`src/rtl/game_timer_pkg.sv`:
```
// Shared types and helpers for the round countdown timer.
package game_timer_pkg;

    localparam int BCD_W = 4;

    typedef enum logic [1:0] {
        IDLE  = 2'd0,
        RUN   = 2'd1,
        PAUSE = 2'd2,
        DONE  = 2'd3
    } timer_state_t;

    // Packs a 0..99 value as {tens, ones} BCD digits.
    function automatic logic [2*BCD_W-1:0] bcd_of_int(input int unsigned value);
        logic [BCD_W-1:0] tens;
        logic [BCD_W-1:0] ones;
        tens = BCD_W'(value / 10);
        ones = BCD_W'(value % 10);
        return {tens, ones};
    endfunction

endpackage

```
`src/rtl/tick_sync_edge.sv`:
```
// Two-flop synchronizer followed by a registered rising-edge detector.
// Usable for any slow asynchronous level such as a divider output or a button.
module tick_sync_edge (
    input  logic clk,
    input  logic rst_n,
    input  logic async_in,
    output logic rise_pulse
);

    logic sync1;
    logic sync2;
    logic prev;

    always_ff @(posedge clk) begin
        if (!rst_n) begin
            sync1      <= 1'b0;
            sync2      <= 1'b0;
            prev       <= 1'b0;
            rise_pulse <= 1'b0;
        end else begin
            sync1      <= async_in;
            sync2      <= sync1;
            prev       <= sync2;
            rise_pulse <= sync2 & ~prev;
        end
    end

endmodule

```
`src/rtl/game_countdown_timer.sv`:
```
// Round countdown for the rhythm game: BCD seconds driven by the slow divider wave,
// with start/pause/clear control and an end-of-round pulse.
module game_countdown_timer
    import game_timer_pkg::*;
#(
    parameter int TICKS_PER_SEC = 100,
    parameter int INIT_SEC      = 60
) (
    input  logic             clk,
    input  logic             rst_n,
    input  logic             tick_in,
    input  logic             start,
    input  logic             pause,
    input  logic             clear,
    output logic [BCD_W-1:0] sec_tens,
    output logic [BCD_W-1:0] sec_ones,
    output logic             running,
    output logic             done,
    output logic             time_up
);

    localparam int PRE_W = (TICKS_PER_SEC > 1) ? $clog2(TICKS_PER_SEC) : 1;
    localparam logic [PRE_W-1:0]   PRE_LAST = PRE_W'(TICKS_PER_SEC - 1);
    localparam logic [2*BCD_W-1:0] INIT_BCD = bcd_of_int(INIT_SEC);
    localparam logic [BCD_W-1:0]   INIT_TENS = INIT_BCD[2*BCD_W-1:BCD_W];
    localparam logic [BCD_W-1:0]   INIT_ONES = INIT_BCD[BCD_W-1:0];

    timer_state_t     state, state_d;
    logic [PRE_W-1:0] prescaler, pre_d;
    logic [BCD_W-1:0] tens_d, ones_d;
    logic             time_up_d;
    logic             tick_evt;

    tick_sync_edge u_tick_sync (
        .clk        (clk),
        .rst_n      (rst_n),
        .async_in   (tick_in),
        .rise_pulse (tick_evt)
    );

    always_comb begin
        state_d   = state;
        pre_d     = prescaler;
        tens_d    = sec_tens;
        ones_d    = sec_ones;
        time_up_d = 1'b0;
        if (clear) begin
            state_d = IDLE;
            pre_d   = '0;
            tens_d  = INIT_TENS;
            ones_d  = INIT_ONES;
        end else if (start && (state == IDLE || state == DONE)) begin
            pre_d  = '0;
            tens_d = INIT_TENS;
            ones_d = INIT_ONES;
            if (INIT_SEC == 0) begin
                state_d   = DONE;
                time_up_d = 1'b1;
            end else begin
                state_d = RUN;
            end
        end else if (state == RUN) begin
            if (tick_evt) begin
                if (prescaler == PRE_LAST) begin
                    pre_d = '0;
                    // Borrow from tens on ones underflow; 00 is a floor.
                    if (sec_ones != '0) begin
                        ones_d = sec_ones - 1'b1;
                    end else if (sec_tens != '0) begin
                        ones_d = BCD_W'(9);
                        tens_d = sec_tens - 1'b1;
                    end
                    if (sec_tens == '0 && sec_ones == BCD_W'(1)) begin
                        state_d   = DONE;
                        time_up_d = 1'b1;
                    end
                end else begin
                    pre_d = prescaler + 1'b1;
                end
            end
            // A pause arriving with the final tick is dropped in favour of DONE.
            if (pause && state_d != DONE) begin
                state_d = PAUSE;
            end
        end else if (state == PAUSE && pause) begin
            state_d = RUN;
        end
    end

    always_ff @(posedge clk) begin
        if (!rst_n) begin
            state     <= IDLE;
            prescaler <= '0;
            sec_tens  <= INIT_TENS;
            sec_ones  <= INIT_ONES;
            running   <= 1'b0;
            done      <= 1'b0;
            time_up   <= 1'b0;
        end else begin
            state     <= state_d;
            prescaler <= pre_d;
            sec_tens  <= tens_d;
            sec_ones  <= ones_d;
            running   <= (state_d == RUN);
            done      <= (state_d == DONE);
            time_up   <= time_up_d;
        end
    end

endmodule
```
`config.mk`:
```
export PLATFORM = sky130hd
export DESIGN_NAME = game_countdown_timer
export DESIGN_NICKNAME = d
export VERILOG_FILES = /design/src/rtl/game_timer_pkg.sv /design/src/rtl/tick_sync_edge.sv /design/src/rtl/game_countdown_timer.sv
export SDC_FILE = /design/constraint.sdc
export NUM_CORES = 1
export LEC_CHECK = 0
export CAP_MARGIN = 10
export CORE_MARGIN = 2
export CORE_UTILIZATION = 35
export CTS_BUF_LIST = sky130_fd_sc_hd__clkbuf_4 sky130_fd_sc_hd__clkbuf_8
export DETAILED_ROUTE_END_ITERATION = 8
export GPL_ROUTABILITY_DRIVEN = 0
export HOLD_SLACK_MARGIN = 0.1
export PLACE_DENSITY_LB_ADDON = 0.05
export SYNTH_ARGS = -nofsm -noshare
export SYNTH_HDL_FRONTEND = slang
export SYNTH_HIERARCHICAL = 1
export SYNTH_SLANG_ARGS = --single-unit
```
`constraint.sdc`:
```
create_clock -name clk -period 2.2 [get_ports clk]
set_input_delay 0.55 -clock clk [delete_from_list [all_inputs] [get_ports clk]]
set_output_delay 0.55 -clock clk [all_outputs]
set_load 0.01 [all_outputs]
```
==> flow_summary.toml <==
[power_and_ir_drop]
irDropWorstVdd_uv = 321
switching_share_pct = 22.4
switchingPower_w = 0.000162
p_total_w = 0.000726
power.leakage_nw = 0.478
powerDensity_nw_per_um2 = 522
internal-power_w = 0.000564
power_frac_seq_pct = 60.9
p_comb_share_pct = 6.3
p_clk_share_pct = 32.8

[clocking]
cts_sinks = 24
ctsHoldBuffers = 0
clk_path_buf_depth = 2
htreeDepth = 1
cts_tree = "yes"
post_cts_resize_count = 0
root_buffer = "clkbuf_4"
numCtsBuffers = 3
clk_pin_slew_ns = 0.13
post_cts_buffers = 0
clkLatencyLatePin_ns = 0.32

[min_path]
hold_path.class = "reg2reg"

[sta]
fmax_mhz = 479
finalSetupViolCount = 0
skew_ns = 0.00708
fin_ws_ns = 0.114
rsz0062_at_grt = "no"
slew_headroom_pct = 69.4
period_needed_ns = 2.09
final_hold_viol_count = 0
finalSetupTns_ns = 0
drv_slew = 0
fin_crit_sh_pct = 94.8
worst_slew_pin_slew_ns = 0.456

[synthesis]
yosys_warnings = 6
synthCells = 130
synth_top_area_share_pct = 42.8
yosys.area.top_type = "dfxtp_1"
yosysSeqAreaShare_pct = 42.8
synth_area_um2 = 1120
ys_top_cells_by_area = "dfxtp_1, a21oi_1, nand2_1"
synth-seq-cells = 24
syn_nets = 140
syn-mean-instance-area_um2 = 8.63
synth.distinct_cells = 35

[place]
place_worst_setup_slack_ns = 0.157
port_buffers = 16
place_hpwl_mm = 1.75

[floorplan]
rows = 20
die_h_um = 60.6
design.portCount = 17
core_area_um2 = 3050
dieArea_um2 = 3680
die_x_um = 60.6
start_util_pct = 36.8

[setup_path]
crit_chain = "or4b_4 > or3_4 > or4_1 > a21oi_1"
required_ns = 2.46
cp-end-kind = "register"
cpMaxStageDelayCell = "or4b_4"
cp_max_fo = 6
crit_path_max_incr_delay_ns = 0.58
cp.arrival_ns = 2.35
critPathKind = "reg2reg"
worstSetupStartpointType = "register"

[layout]
syn2layout_area_growth_pct = 24.1
antenna_cells = 0
multi_input_area_um2 = 619
seq_area_um2 = 480
layout.nets = 163
drive_gt1_share_pct = 14.5
fillers = 327

[drt]
drc = 0
drt_pass1_iterations = 6
avgRoutedWirePerCell_um = 12.1
viasPerCell = 5.08
wirelength_mm = 2.38
vias = 996
antenna_left = 0
drt_iter0_drc = 47

[global_route]
grt_max_degree = 14
antenna_found_initial = 0
grt_pass1_vias = 890
grt_util_all_layers_pct = 14.7
overflow = 0
grt_pass1_wl_mm = 4.05

[flow_run]
maxCapViolations = 0

[status]
outcome = "complete, no violations"
-- flip-flops by register name, summed over array words and instances, names as in the netlist --
register	flops
prescaler	7
running	1
state	2
time_up	1
u_tick_sync/prev	1
u_tick_sync/sync1	1
sec_tens	4
u_tick_sync/sync2	1
sec_ones	4
done	1
u_tick_sync/rise_pulse	1
-- synth_stat cells --
cell and n:
and4_1 1, or4b_2 1, nand2b_1 2, or4bb_2 1, clkbuf_1 1, or3_2 1, nor3b_1 1, a31oi_1 1
a21oi_1 16, nor3_1 5, nand2_1 16, a21boi_0 1, nor4_1 2, or2_2 3, or4_1 1, and3_1 1
or3_4 1, dfxtp_1 24, or3_1 2, and3b_1 1, o21ai_0 9, xor2_1 3, and3_2 1, or3b_1 1
or4b_4 2, a211oi_1 1, ha_1 4, and2_2 4, o211ai_1 2, nand3_1 3, xnor2_1 2, inv_1 5
or3b_2 1, nor2_1 8, o31ai_1 2
-- layout by cell type (no fill, tap or decap), types with 2 or more instances in the layout --
cell / n
nor2_1: 8
a21oi_1: 16
clkdlybuf4s50_1: 16
o31ai_1: 2
nand3_1: 3
or3_1: 2
nor4_1: 2
and2_2: 4
buf_4: 3
clkbuf_4: 3
o211ai_1: 2
dfxtp_1: 24
nand2_1: 16
or4b_4: 2
nor3_1: 5
or2_2: 3
nand2b_1: 2
xor2_1: 3
ha_1: 4
xnor2_1: 2
inv_1: 5
o21ai_0: 9
-- power groups by stage --
stage	Combinational [W]	Clock, W	Sequential, W
finish	0.0000461	0.000238	0.000442
global route	0.0000513	0.000264	0.000443
floorplan	0.0000241	0	0.000452
CTS	0.0000462	0.000248	0.000442
global placement	0.0000455	0	0.000452
detailed placement	0.0000461	0	0.000452
-- metal layers --
layer | share of wire, % | global-route usage [%]
met5 | 0 | 0
met4 | 0.97 | 5.59
met3 | 4.3 | 2.56
met2 | 47 | 23.2
met1 | 48 | 20.3
-- path summary, 6_finish.rpt --
check / from / to / slack, ns / cells after the start
worst max-delay path: prescaler[2] / sec_tens[3] / 0.11 / 4
worst min-delay path: u_tick_sync/sync1 / u_tick_sync/sync2 / 0.46 / 1
worst max register to register: prescaler[2] / sec_tens[3] / 0.11 / 4
worst min register to register: u_tick_sync/sync1 / u_tick_sync/sync2 / 0.46 / 1
-- metrics by stage --
stage / area, um2 / utilization [%] / std cells / hold WS, ns
CTS: 1390 / 45.6 / 196 / 0.471
detailed placement: 1360 / 44.4 / 192 / 0.437
floorplan: 1120 / - / 130 / 0.426
global route: 1390 / 45.6 / 196 / 0.475
finish: 1390 / 45.6 / 196 / 0.463
global placement: 1360 / 44.4 / 192 / 0.435
-- layout make-up --
class	count	area share, %
inverters	5	1.35
clock buffers	4	2.61
flip-flops and latches	24	34.5
well taps	44	3.95
multi-input cells	100	44.5
repair buffers	19	13.1
-- worst max-delay path, delay by kind of cell (launching register included) --
family          cells  cell delay [ns]
compound gates      1             0.14
flops               1             0.36
simple gates        3             1.51
-- cells by family (layout without fill, tap and decap cells) --
kind of cell | Yosys count | after routing | share of synthesized area [%]
AO/OA/AOI/OAI | 32 | 32 | 15.7
XOR/XNOR | 5 | 5 | 3.90
adder cells (fa/ha/maj) | 4 | 4 | 4.46
buffers and inverters | 6 | 28 | 2.01
flip-flops | 24 | 24 | 42.8
AND/OR/NAND/NOR | 59 | 59 | 31.1
Power figures use the tool's default switching activity.
